## src/rtl/fpu_resp_buffer_if.sv

```systemverilog
// Request/grant and result signals between the interconnect, the FPU and the response buffer.
// The slave modport is the buffer's view; master is the surrounding environment.
interface fpu_resp_buffer_if #(
  parameter int ID_WIDTH        = 9,
  parameter int DATA_WIDTH      = 32,
  parameter int FLAGS_OUT_WIDTH = 5,
  parameter int DEPTH           = 4
);
  localparam int CNT_W = $clog2(DEPTH + 1);

  logic                       req_i;
  logic                       gnt_o;
  logic                       fpu_req_o;
  logic                       fpu_gnt_i;
  logic                       fpu_rvalid_i;
  logic [DATA_WIDTH-1:0]      fpu_rdata_i;
  logic [FLAGS_OUT_WIDTH-1:0] fpu_rflags_i;
  logic [ID_WIDTH-1:0]        fpu_rID_i;
  logic                       rvalid_o;
  logic                       rready_i;
  logic [DATA_WIDTH-1:0]      rdata_o;
  logic [FLAGS_OUT_WIDTH-1:0] rflags_o;
  logic [ID_WIDTH-1:0]        rID_o;
  logic [CNT_W-1:0]           outstanding_o;
  logic                       idle_o;
  logic                       overflow_o;

  modport slave (
    input  req_i, fpu_gnt_i, fpu_rvalid_i, fpu_rdata_i, fpu_rflags_i, fpu_rID_i, rready_i,
    output gnt_o, fpu_req_o, rvalid_o, rdata_o, rflags_o, rID_o, outstanding_o, idle_o, overflow_o
  );

  modport master (
    output req_i, fpu_gnt_i, fpu_rvalid_i, fpu_rdata_i, fpu_rflags_i, fpu_rID_i, rready_i,
    input  gnt_o, fpu_req_o, rvalid_o, rdata_o, rflags_o, rID_o, outstanding_o, idle_o, overflow_o
  );
endinterface

```

## src/rtl/fpu_resp_buffer.sv

```systemverilog
// Credit gate and result FIFO in front of an FPU whose result port cannot be stalled.
// Requests pass only while a result slot is reserved; results are replayed with valid/ready.
module fpu_resp_buffer #(
  parameter int ID_WIDTH        = 9,
  parameter int DATA_WIDTH      = 32,
  parameter int FLAGS_OUT_WIDTH = 5,
  parameter int DEPTH           = 4
) (
  input logic               clk,
  input logic               rst_n,
  fpu_resp_buffer_if.slave  bus
);
  localparam int CNT_W   = $clog2(DEPTH + 1);
  localparam int PTR_W   = $clog2(DEPTH);
  localparam int ENTRY_W = ID_WIDTH + FLAGS_OUT_WIDTH + DATA_WIDTH;
  localparam logic [CNT_W-1:0] FULL = CNT_W'(DEPTH);

  logic [CNT_W-1:0]   cnt;
  logic [CNT_W-1:0]   occ;
  logic [PTR_W-1:0]   wr_ptr;
  logic [PTR_W-1:0]   rd_ptr;
  logic               overflow;
  logic [ENTRY_W-1:0] mem [DEPTH];

  logic credit_ok;
  logic accept;
  logic pop;
  logic push;
  logic full;
  logic wr_en;
  logic cnt_inc;
  logic cnt_dec;

  assign credit_ok = (cnt < FULL);
  assign accept    = bus.req_i & bus.fpu_gnt_i & credit_ok;
  assign pop       = bus.rvalid_o & bus.rready_i;
  assign push      = bus.fpu_rvalid_i;
  assign full      = (occ == FULL);
  // A simultaneous pop frees the slot the push is about to land in.
  assign wr_en     = push & (~full | pop);

  // The decrement guard only matters if a non-compliant FPU pushed more results than were granted.
  assign cnt_inc = accept & ~pop;
  assign cnt_dec = pop & ~accept & (cnt != '0);

  assign bus.fpu_req_o     = bus.req_i & credit_ok;
  assign bus.gnt_o         = bus.fpu_gnt_i & credit_ok;
  assign bus.rvalid_o      = (occ != '0);
  assign bus.outstanding_o = cnt;
  assign bus.idle_o        = (cnt == '0);
  assign bus.overflow_o    = overflow;
  assign {bus.rID_o, bus.rflags_o, bus.rdata_o} = mem[rd_ptr];

  always_ff @(posedge clk or negedge rst_n) begin
    if (!rst_n) begin
      cnt      <= '0;
      occ      <= '0;
      wr_ptr   <= '0;
      rd_ptr   <= '0;
      overflow <= 1'b0;
    end else begin
      if (cnt_inc) begin
        cnt <= cnt + CNT_W'(1);
      end else if (cnt_dec) begin
        cnt <= cnt - CNT_W'(1);
      end

      if (wr_en & ~pop) begin
        occ <= occ + CNT_W'(1);
      end else if (pop & ~wr_en) begin
        occ <= occ - CNT_W'(1);
      end

      if (wr_en) begin
        wr_ptr <= wr_ptr + PTR_W'(1);
      end
      if (pop) begin
        rd_ptr <= rd_ptr + PTR_W'(1);
      end

      if (push & full & ~pop) begin
        overflow <= 1'b1;
      end
    end
  end

  // Storage is intentionally left out of reset; the head is only meaningful while rvalid_o is high.
  always_ff @(posedge clk) begin
    if (wr_en) begin
      mem[wr_ptr] <= {bus.fpu_rID_i, bus.fpu_rflags_i, bus.fpu_rdata_i};
    end
  end
endmodule

```

## src/flat_wrapper.sv

```systemverilog
// flat-port wrapper written by rule: the top's interface ports become plain ports
module fpu_resp_buffer_flat 
#(
  parameter int ID_WIDTH        = 9,
  parameter int DATA_WIDTH      = 32,
  parameter int FLAGS_OUT_WIDTH = 5,
  parameter int DEPTH           = 4
)
  (clk, rst_n, bus_req_i, bus_fpu_gnt_i, bus_fpu_rvalid_i, bus_fpu_rdata_i, bus_fpu_rflags_i, bus_fpu_rID_i, bus_rready_i, bus_gnt_o, bus_fpu_req_o, bus_rvalid_o, bus_rdata_o, bus_rflags_o, bus_rID_o, bus_outstanding_o, bus_idle_o, bus_overflow_o);
  fpu_resp_buffer_if #(.ID_WIDTH(ID_WIDTH), .DATA_WIDTH(DATA_WIDTH), .FLAGS_OUT_WIDTH(FLAGS_OUT_WIDTH), .DEPTH(DEPTH)) bus_i ();
  input logic clk;
  input logic rst_n;
  input wire logic [$bits(bus_i.req_i)-1:0] bus_req_i;
  input wire logic [$bits(bus_i.fpu_gnt_i)-1:0] bus_fpu_gnt_i;
  input wire logic [$bits(bus_i.fpu_rvalid_i)-1:0] bus_fpu_rvalid_i;
  input wire logic [$bits(bus_i.fpu_rdata_i)-1:0] bus_fpu_rdata_i;
  input wire logic [$bits(bus_i.fpu_rflags_i)-1:0] bus_fpu_rflags_i;
  input wire logic [$bits(bus_i.fpu_rID_i)-1:0] bus_fpu_rID_i;
  input wire logic [$bits(bus_i.rready_i)-1:0] bus_rready_i;
  output wire logic [$bits(bus_i.gnt_o)-1:0] bus_gnt_o;
  output wire logic [$bits(bus_i.fpu_req_o)-1:0] bus_fpu_req_o;
  output wire logic [$bits(bus_i.rvalid_o)-1:0] bus_rvalid_o;
  output wire logic [$bits(bus_i.rdata_o)-1:0] bus_rdata_o;
  output wire logic [$bits(bus_i.rflags_o)-1:0] bus_rflags_o;
  output wire logic [$bits(bus_i.rID_o)-1:0] bus_rID_o;
  output wire logic [$bits(bus_i.outstanding_o)-1:0] bus_outstanding_o;
  output wire logic [$bits(bus_i.idle_o)-1:0] bus_idle_o;
  output wire logic [$bits(bus_i.overflow_o)-1:0] bus_overflow_o;
  assign bus_i.req_i = bus_req_i;
  assign bus_i.fpu_gnt_i = bus_fpu_gnt_i;
  assign bus_i.fpu_rvalid_i = bus_fpu_rvalid_i;
  assign bus_i.fpu_rdata_i = bus_fpu_rdata_i;
  assign bus_i.fpu_rflags_i = bus_fpu_rflags_i;
  assign bus_i.fpu_rID_i = bus_fpu_rID_i;
  assign bus_i.rready_i = bus_rready_i;
  assign bus_gnt_o = bus_i.gnt_o;
  assign bus_fpu_req_o = bus_i.fpu_req_o;
  assign bus_rvalid_o = bus_i.rvalid_o;
  assign bus_rdata_o = bus_i.rdata_o;
  assign bus_rflags_o = bus_i.rflags_o;
  assign bus_rID_o = bus_i.rID_o;
  assign bus_outstanding_o = bus_i.outstanding_o;
  assign bus_idle_o = bus_i.idle_o;
  assign bus_overflow_o = bus_i.overflow_o;
  fpu_resp_buffer #(.ID_WIDTH(ID_WIDTH), .DATA_WIDTH(DATA_WIDTH), .FLAGS_OUT_WIDTH(FLAGS_OUT_WIDTH), .DEPTH(DEPTH)) u_core (.clk(clk), .rst_n(rst_n), .bus(bus_i));
endmodule
```

## config.mk

```make
export PLATFORM = sky130hd
export DESIGN_NAME = fpu_resp_buffer_flat
export DESIGN_NICKNAME = d
export VERILOG_FILES = /design/src/rtl/fpu_resp_buffer_if.sv /design/src/rtl/fpu_resp_buffer.sv /design/src/flat_wrapper.sv
export SDC_FILE = /design/constraint.sdc
export NUM_CORES = 1
export LEC_CHECK = 0
export CAP_MARGIN = 20
export CORE_MARGIN = 4
export CORE_UTILIZATION = 45
export DETAILED_ROUTE_END_ITERATION = 6
export PLACE_DENSITY = 0.68
export RECOVER_POWER = 25
export SLEW_MARGIN = 0
export SYNTH_ARGS = -nofsm -noshare
export SYNTH_HDL_FRONTEND = slang
export SYNTH_SLANG_ARGS = --single-unit
```

## constraint.sdc

```tcl
create_clock -name clk -period 3.2 [get_ports clk]
set_input_delay 0.64 -clock clk [delete_from_list [all_inputs] [get_ports clk]]
set_output_delay 0.64 -clock clk [all_outputs]
set_load 0.1 [all_outputs]
```

==> impl.org, run 1 <==
** Flow run
- MaxCap Viol Count :: 0

** Clocking
- CTS sink cnt :: 195
- Resize count post-CTS :: 0
- Buffers inserted during clock tree synthesis total 17.
- Clock-pin slew was measured on the worst setup and hold paths at 0.07 ns.
- Number of buffers on the longest clock path :: 2
- CTS tree :: built
- CTS built an H-tree with a depth of 4.
- Skew-Pair Late Insertion Delay :: 0.42 ns
- Setup repair bufs after CTS :: 0
- Clock tree synthesis selected as its root buffer the cell sky130_fd_sc_hd__clkbuf_16.
- Hold repair after CTS inserted 0 buffers.

** GRT
- The number of global-route vias before repair is 3681.
- Entering global routing, the biggest net connects 35 pins.
- After global routing the overflow that remains totals 0.
- Total global routing track utilization :: 15.2%
- Number of antenna violations at the first check in global routing :: 2
- The first global-routing pass estimated 20400 µm of wire.

** Timing
- The hold violation total from the final report came to 0.
- Max Fclk :: 339 MHz
- Fin. max-slew vios :: 0
- Measured against its own limit, the worst slew margin works out to 64.0%.
- Clk_skew :: 0.00603 ns
- Slew @ Worst Pin :: 0.540 ns
- Ratio of final minimum period to clock period :: 92.1%
- Setup repair after global routing left no endpoint under its margin.
- Final setup violating endpoints :: 0
- Setup tns final :: 0 ns
- Minimum clock period :: 2.95 ns

** Routing
- In this run, the number of DRC markers left after iteration 0 of detailed routing was 209.
- Top Layer Used :: met5
- Detailed route wirelength on metal2 :: 6610 µm
- Across all layers, the routed design uses 3359 vias.
- Using the TritonRoute via totals, the vias-per-cell ratio works out to 5.17.
- After detailed routing, the number of remaining DRC violations is 0.
- Detail Route met3 WL :: 722 µm
- Wire length per cell after detailed routing :: 19.9 µm
- The first detailed-routing pass ran for 4 iterations.
- Met1 Routed Length :: 5440 µm
- For this block, the routed nets add up to 13000 µm of wire.
- Count of nets left with antenna violations after detail routing :: 0

** Synthesis
- The synthesized design contains 195 register bits.
- The Yosys step of the flow raised 0 warnings.
- Mapped Avg Cell Area :: 24.5 µm²
- For this run, the register share of the synthesized area comes to 79.8%.
- The cell area that synthesis handed to floorplanning was 0.00727 mm².
- Number of instances in the synthesized netlist :: 296
- Synthesis produced a netlist with a net count of 355.
- The netlist uses 30 different library cells.

** Critical path
- For the worst setup path, the data arrival time is 2.31 ns.
- The number of cells on the worst reg-to-reg path is 6.
- STA classifies the critical path endpoint as an output port.
- In this run the worst path has a maximum fanout of 25.
- The critical path is of the reg -> out type.
- The worst setup path is launched from a flip-flop.
- Data on the critical path is required at its endpoint by 2.56 ns.

** Floorplanning
- For this configuration, the core starts out at a cell density of 45.9%.
- Total core area :: 0.0158 mm²
- 106 I/O pins were placed.
- Total die area :: 0.0182 mm²
- Vertical die dimension :: 135 µm
- The floorplan has 46 rows.
- Die Width :: 135 µm

** Placed design
- Post-placement cell area :: 0.00855 mm²
- Routability congestion estimate from global placement :: 0.701
- Once detailed placement completed, the half-perimeter wirelength came to 8110 µm.
- Buffers added on ports :: 105

** Final layout
- Post-route cell area :: 0.00912 mm²
- Fraction of final layout cells with drive strength greater than 1 :: 35.3%
- # nets final :: 479
- P&R area growth vs syn :: 25.6%
- The layout has 1169 filler cells.

** Hold path
- Along the worst hold path, the cell count comes to 1.
- Hold Path Class :: reg -> reg

** Run status
- Status :: finished clean
[cell families after synthesis]
logic type      after synthesis  share of synthesized area, %
compound gates                7                         0.809
xor+xnor                      7                         0.844
fa+ha+maj                     7                          1.41
buf+inv                      15                          1.02
flops                       195                          79.8
mux                          48                          14.6
simple gates                 17                          1.52
[worst max-delay path, stage by stage (launching register included)]
cell and delay (ns):
sky130_fd_sc_hd__dfrtp_4 0.77, sky130_fd_sc_hd__buf_4 0.31, sky130_fd_sc_hd__mux4_2 0.53, sky130_fd_sc_hd__buf_4 0.25
[routing by layer]
metal / up-vias / track usage [%]
li1: 1493 / -
met1: 1753 / 19.6
met2: 98 / 24.9
met3: 13 / 4.36
met4: 2 / 5.38
met5: - / 0
[registers in the layout (all words and copies together), names as in the netlist]
name	cells
u_core.rd_ptr	2
u_core.wr_ptr	2
u_core.bus.outstanding_o	3
u_core.bus.overflow_o	1
u_core.mem	184
u_core.occ	3
[stage by stage]
| stage | hold WS, ns | instances | setup slack [ns] | utilization, % |
|---|---|---|---|---|
| finish | 0.469 | 650 | 0.253 | 57.6 |
| floorplan | 0.344 | 296 | 0.262 | - |
| global placement | 0.445 | 617 | 0.377 | 54.0 |
| detailed placement | 0.451 | 617 | 0.293 | 54.0 |
| global route | 0.492 | 650 | 0.0892 | 57.6 |
| CTS | 0.470 | 649 | 0.181 | 57.6 |
[final timing paths]
kind | slack [ns] | endpoint | start
worst max-delay path | 0.25 | bus_rID_o[4] | u_core.rd_ptr[0]$_DFFE_PN0N_
worst min-delay path | 0.47 | u_core.bus.overflow_o$_DFFE_PN0P_ | u_core.bus.overflow_o$_DFFE_PN0P_
worst max register to register | 0.95 | u_core.occ[1]$_DFFE_PN0P_ | u_core.occ[0]$_DFFE_PN0P_
worst min register to register | 0.47 | u_core.bus.overflow_o$_DFFE_PN0P_ | u_core.bus.overflow_o$_DFFE_PN0P_
max in group asynchronous | 2.24 | u_core.rd_ptr[0]$_DFFE_PN0N_ | rst_n
min in group asynchronous | 0.57 | u_core.bus.overflow_o$_DFFE_PN0P_ | rst_n
[synth_stat cells]
cell                       instances  area, µm²
sky130_fd_sc_hd__nor3_1            1       5.00
sky130_fd_sc_hd__buf_2             5       25.0
sky130_fd_sc_hd__fa_1              2       40.0
sky130_fd_sc_hd__xnor2_1           5       43.8
sky130_fd_sc_hd__nor4b_1           1       8.76
sky130_fd_sc_hd__o22ai_1           1       6.26
sky130_fd_sc_hd__ha_1              5       62.6
sky130_fd_sc_hd__or3_2             1       7.51
sky130_fd_sc_hd__o31ai_4           1       21.3
sky130_fd_sc_hd__dfrtp_1          11        275
sky130_fd_sc_hd__mux2_1            1       11.3
sky130_fd_sc_hd__and3b_4           1       12.5
sky130_fd_sc_hd__inv_1             4       15.0
sky130_fd_sc_hd__clkbuf_1          3       11.3
sky130_fd_sc_hd__nor4_1            1       6.26
sky130_fd_sc_hd__a21o_1            1       7.51
sky130_fd_sc_hd__nor2b_1           3       18.8
sky130_fd_sc_hd__a21oi_2           1       8.76
sky130_fd_sc_hd__mux4_2           46       1040
sky130_fd_sc_hd__nand2_1           2       7.51
sky130_fd_sc_hd__nand3_1           1       5.00
sky130_fd_sc_hd__o21ai_1           1       5.00
sky130_fd_sc_hd__and2_1            4       25.0
sky130_fd_sc_hd__xor2_1            2       17.5
sky130_fd_sc_hd__nor2_1            1       3.75
sky130_fd_sc_hd__mux2_2            1       11.3
sky130_fd_sc_hd__nor3_2            1       10.0
sky130_fd_sc_hd__a21oi_1           2       10.0
sky130_fd_sc_hd__edfxtp_1        184       5530
sky130_fd_sc_hd__buf_4             3       22.5
[layout by cell type, fill, tap and decap left out, types with 5 or more instances in the layout]
| cell type | count |
|---|---|
| sky130_fd_sc_hd__clkbuf_16 | 17 |
| sky130_fd_sc_hd__dlygate4sd3_1 | 29 |
| sky130_fd_sc_hd__buf_4 | 60 |
| sky130_fd_sc_hd__edfxtp_1 | 184 |
| sky130_fd_sc_hd__ha_1 | 5 |
| sky130_fd_sc_hd__dfrtp_1 | 9 |
| sky130_fd_sc_hd__xnor2_1 | 5 |
| sky130_fd_sc_hd__clkdlybuf4s50_1 | 22 |
| sky130_fd_sc_hd__mux4_2 | 46 |
| sky130_fd_sc_hd__buf_12 | 5 |
[area by class of cell]
| cell class | instances | area, µm² | area share (%) |
|---|---|---|---|
| Multi-Input combinational cell | 86 | 1400 | 15.4 |
| Tap cell | 216 | 270 | 2.96 |
| Timing Repair Buffer | 116 | 1060 | 11.6 |
| Clock inverter | 13 | 135 | 1.48 |
| Antenna cell | 1 | 2.50 | 0.0274 |
| Clock buffer | 19 | 433 | 4.74 |
| Sequential cell | 195 | 5810 | 63.6 |
| Inverter | 4 | 15.0 | 0.165 |
Power of run 1 is left out: the tool's default activity adds up to more than one toggle a clock period on the data nets, which glitch-free logic cannot reach.
==> run 2: changes to the inputs <==
PLACE_DENSITY = 0.77   (was 0.68)
==> impl.org, run 2 (same netlist as run 1, synthesis figures left out) <==
** Clocking
- Skew-Pair Late Insertion Delay :: 0.42 ns (about the same)
- Setup repair bufs after CTS :: 0 (unchanged)
- The H-tree depth was 4 (unchanged).
- The count of clock tree sinks is 195 (unchanged).
- Clock slew seen by the registers of the worst setup and hold paths :: 0.07 ns (about the same)
- The root buffer cell chosen for the clock tree is sky130_fd_sc_hd__clkbuf_16.
- TritonCTS built the clock tree.
- Number of buffers on the longest clock path :: 2 (unchanged)
- Number of CTS-inserted buffers :: 17 (unchanged)
- Resize count post-CTS :: 0 (unchanged)
- The cts-stage hold buffer count is 0 (unchanged).

** Final layout
- Relative to the synthesized area, the layout overhead comes to 25.1%.
- u_core.mem holds more flip-flops than any other register.
- The final-stage net count was 475 (-0.84%).
- The library cell used most frequently in the layout, excluding fill and tap cells, is sky130_fd_sc_hd__edfxtp_1.
- Fraction of final layout cells with drive strength greater than 1 :: 33.8% (-1.5 points)
- Leading cell types in the layout, fill and taps excluded :: sky130_fd_sc_hd__edfxtp_1, sky130_fd_sc_hd__buf_4, sky130_fd_sc_hd__mux4_2
- The flip-flop count of the largest register, all copies and words added came to 184 (unchanged).

** Routing
- Met1 Routed Length :: 5210 µm (-4.1%)
- Via Count :: 3342 (-0.51%)
- Signal routing reaches up to met5.
- Final WL :: 12800 µm (-0.93%)
- Detailed route wirelength on metal2 :: 6450 µm (-2.3%)
- Count of nets left with antenna violations after detail routing :: 0 (unchanged)
- Number of detailed-route iterations in the first pass :: 4 (unchanged)
- The detail-routed net length per standard cell is 19.8 µm (-0.47%).
- The number of DRC markers after the initial detailed-route iteration came to 213 (+1.9%).
- Number of DRC violations after detailed routing :: 0 (unchanged)
- The via-per-instance ratio was 5.17 (about the same).
- The met3 routed wirelength is 904 µm (+25%).

** Floorplanning
- Die Width :: 135 µm (unchanged)
- The vertical die dimension was 135 µm (unchanged).
- The area of the core came to 0.0158 mm² (unchanged).
- The effective utilization at floorplan was 45.9% (unchanged).
- The placement row count was 46 (unchanged).
- The area enclosed by the die boundary was 0.0182 mm² (unchanged).
- The count of boundary I/O pins was 106 (unchanged).

** Flow run
- MaxCap Viol Count :: 0 (unchanged)

** Timing
- Clk_skew :: 0.00860 ns (+0.00258 ns)
- The accumulated negative setup slack was 0 ns (unchanged).
- Max-Slew Margin vs Limit :: 64.7% (+0.71 points)
- The minimum period implied by the final worst setup slack came to 2.83 ns (-0.119 ns).
- The transition time of the tightest slew-check pin was 0.527 ns (-0.0123 ns).
- The achievable clock frequency is 354 MHz (+4.2%).
- The setup-violating endpoint count in the final report was 0 (unchanged).
- RSZ-0062 raised after global routing :: no
- The final number of max-transition violations was 0 (unchanged).
- The hold violation total from the final report came to 0 (unchanged).
- The share of the cycle needed by the critical path after routing came to 88.4% (-3.7 points).

** Critical path
- The maximum fanout count along the critical path is 17 (-32%).
- Most used cell, CP :: sky130_fd_sc_hd__buf_4
- Reg-to-reg critical path startpoint :: u_core.occ[2]$_DFFE_PN0P_
- The critical path required time is 2.56 ns (about the same).
- Chain of cells forming the critical path :: buf_4 > mux4_2 > buf_4
- Highest cell delay on the worst timing path :: 0.65 ns (-0.12 ns)
- Setup Crit Path Kind :: reg -> out
- Slowest library cell on the worst path :: sky130_fd_sc_hd__dfrtp_4
- Startpoint class of the critical path :: flip-flop
- Critical Path End Type :: output port
- The critical path starts at u_core.rd_ptr[0]$_DFFE_PN0N_.
- Critical path arrival :: 2.19 ns (-0.12 ns)

** GRT
- The number of antenna violations at the first check in global routing was 7 (+5).
- The number of global-route vias before repair is 3659 (-0.60%).
- The total global routing track utilization came to 15.0% (-0.19 points).
- Largest net degree at the start of global routing :: 47 (+34%)
- The wire length of the first global-routing pass came to 20200 µm (-0.75%).
- Overflow left after global routing :: 0 (unchanged)

** Placed design
- The sum of net half-perimeters after detailed placement came to 7800 µm (-3.8%).
- The port buffer count was 105 (unchanged).
- Routability congestion estimate from global placement :: 0.759 (+8.3%)

** Run status
- The flow ran to the end, and the final reports show no timing, DRC or antenna violations.

** Hold path
- Hold Path Class :: reg -> reg
- Start point of the worst min-delay path :: u_core.bus.overflow_o$_DFFE_PN0P_
## run 2: cell count changes in the layout (fill, tap and decap cells not counted)
cell / delta
sky130_fd_sc_hd__buf_12: +1
sky130_fd_sc_hd__clkinv_2: -1
sky130_fd_sc_hd__diode_2: +1
sky130_fd_sc_hd__clkdlybuf4s50_1: +1
sky130_fd_sc_hd__clkinv_1: +3
sky130_fd_sc_hd__clkinv_4: -1
sky130_fd_sc_hd__clkbuf_1: +1
sky130_fd_sc_hd__buf_4: -5
sky130_fd_sc_hd__inv_6: -2
sky130_fd_sc_hd__dlygate4sd3_1: -1
## run 2: critical path, delay by kind of cell (launching register included)
family                 cells  cell delay (ns)
flip-flops                 1             0.65
buffers and inverters      2             0.55
multiplexers               1             0.55
## run 2: final timing paths
path / endpoint / slack (ns) / cells after the start
worst max-delay path: bus_rID_o[6] / 0.37 / 3
worst min-delay path: u_core.bus.overflow_o$_DFFE_PN0P_ / 0.47 / 1
worst max register to register: u_core.occ[2]$_DFFE_PN0P_ / 0.89 / 8
worst min register to register: u_core.bus.overflow_o$_DFFE_PN0P_ / 0.47 / 1
max in group asynchronous: u_core.rd_ptr[0]$_DFFE_PN0N_ / 2.24 / 1
min in group asynchronous: u_core.bus.overflow_o$_DFFE_PN0P_ / 0.57 / 1
## run 2: final cells by class
class | count | area, µm²
Antenna cell | 2 | 5.00
Fill cell | 1152 | 6740
Multi-Input combinational cell | 86 | 1400
Tap cell | 216 | 270
Sequential cell | 195 | 5810
Inverter | 4 | 15.0
Timing Repair Buffer | 112 | 1040
Clock inverter | 12 | 115
Clock buffer | 20 | 437
## run 2: stage by stage
stage | setup slack (ns) | hold WS (ns) | cell area [µm²] | cells | util [%]
global placement | 0.400 | 0.449 | 8540 | 613 | 53.9
CTS | 0.304 | 0.475 | 9090 | 645 | 57.4
detailed placement | 0.224 | 0.453 | 8540 | 613 | 53.9
finish | 0.373 | 0.469 | 9090 | 647 | 57.4
global route | 0.250 | 0.510 | 9090 | 647 | 57.4
floorplan | 0.262 | 0.344 | 7270 | 296 | -
## run 2: layer usage
| metal | vias to the layer above | track usage [%] |
|---|---|---|
| li1 | 1493 | - |
| met1 | 1736 | 18.4 |
| met2 | 81 | 24.2 |
| met3 | 22 | 6.59 |
| met4 | 10 | 4.70 |
| met5 | - | 0 |
Power of run 2 is left out for the same reason.
==> run 3: changes to the inputs <==
CAP_MARGIN = default   (was 20)
TNS_END_PERCENT = 5   (was default)
==> results of run 3 <==
The final DEF is identical to that of run 2; final timing and power are the same.
Power of run 3 is left out for the same reason.
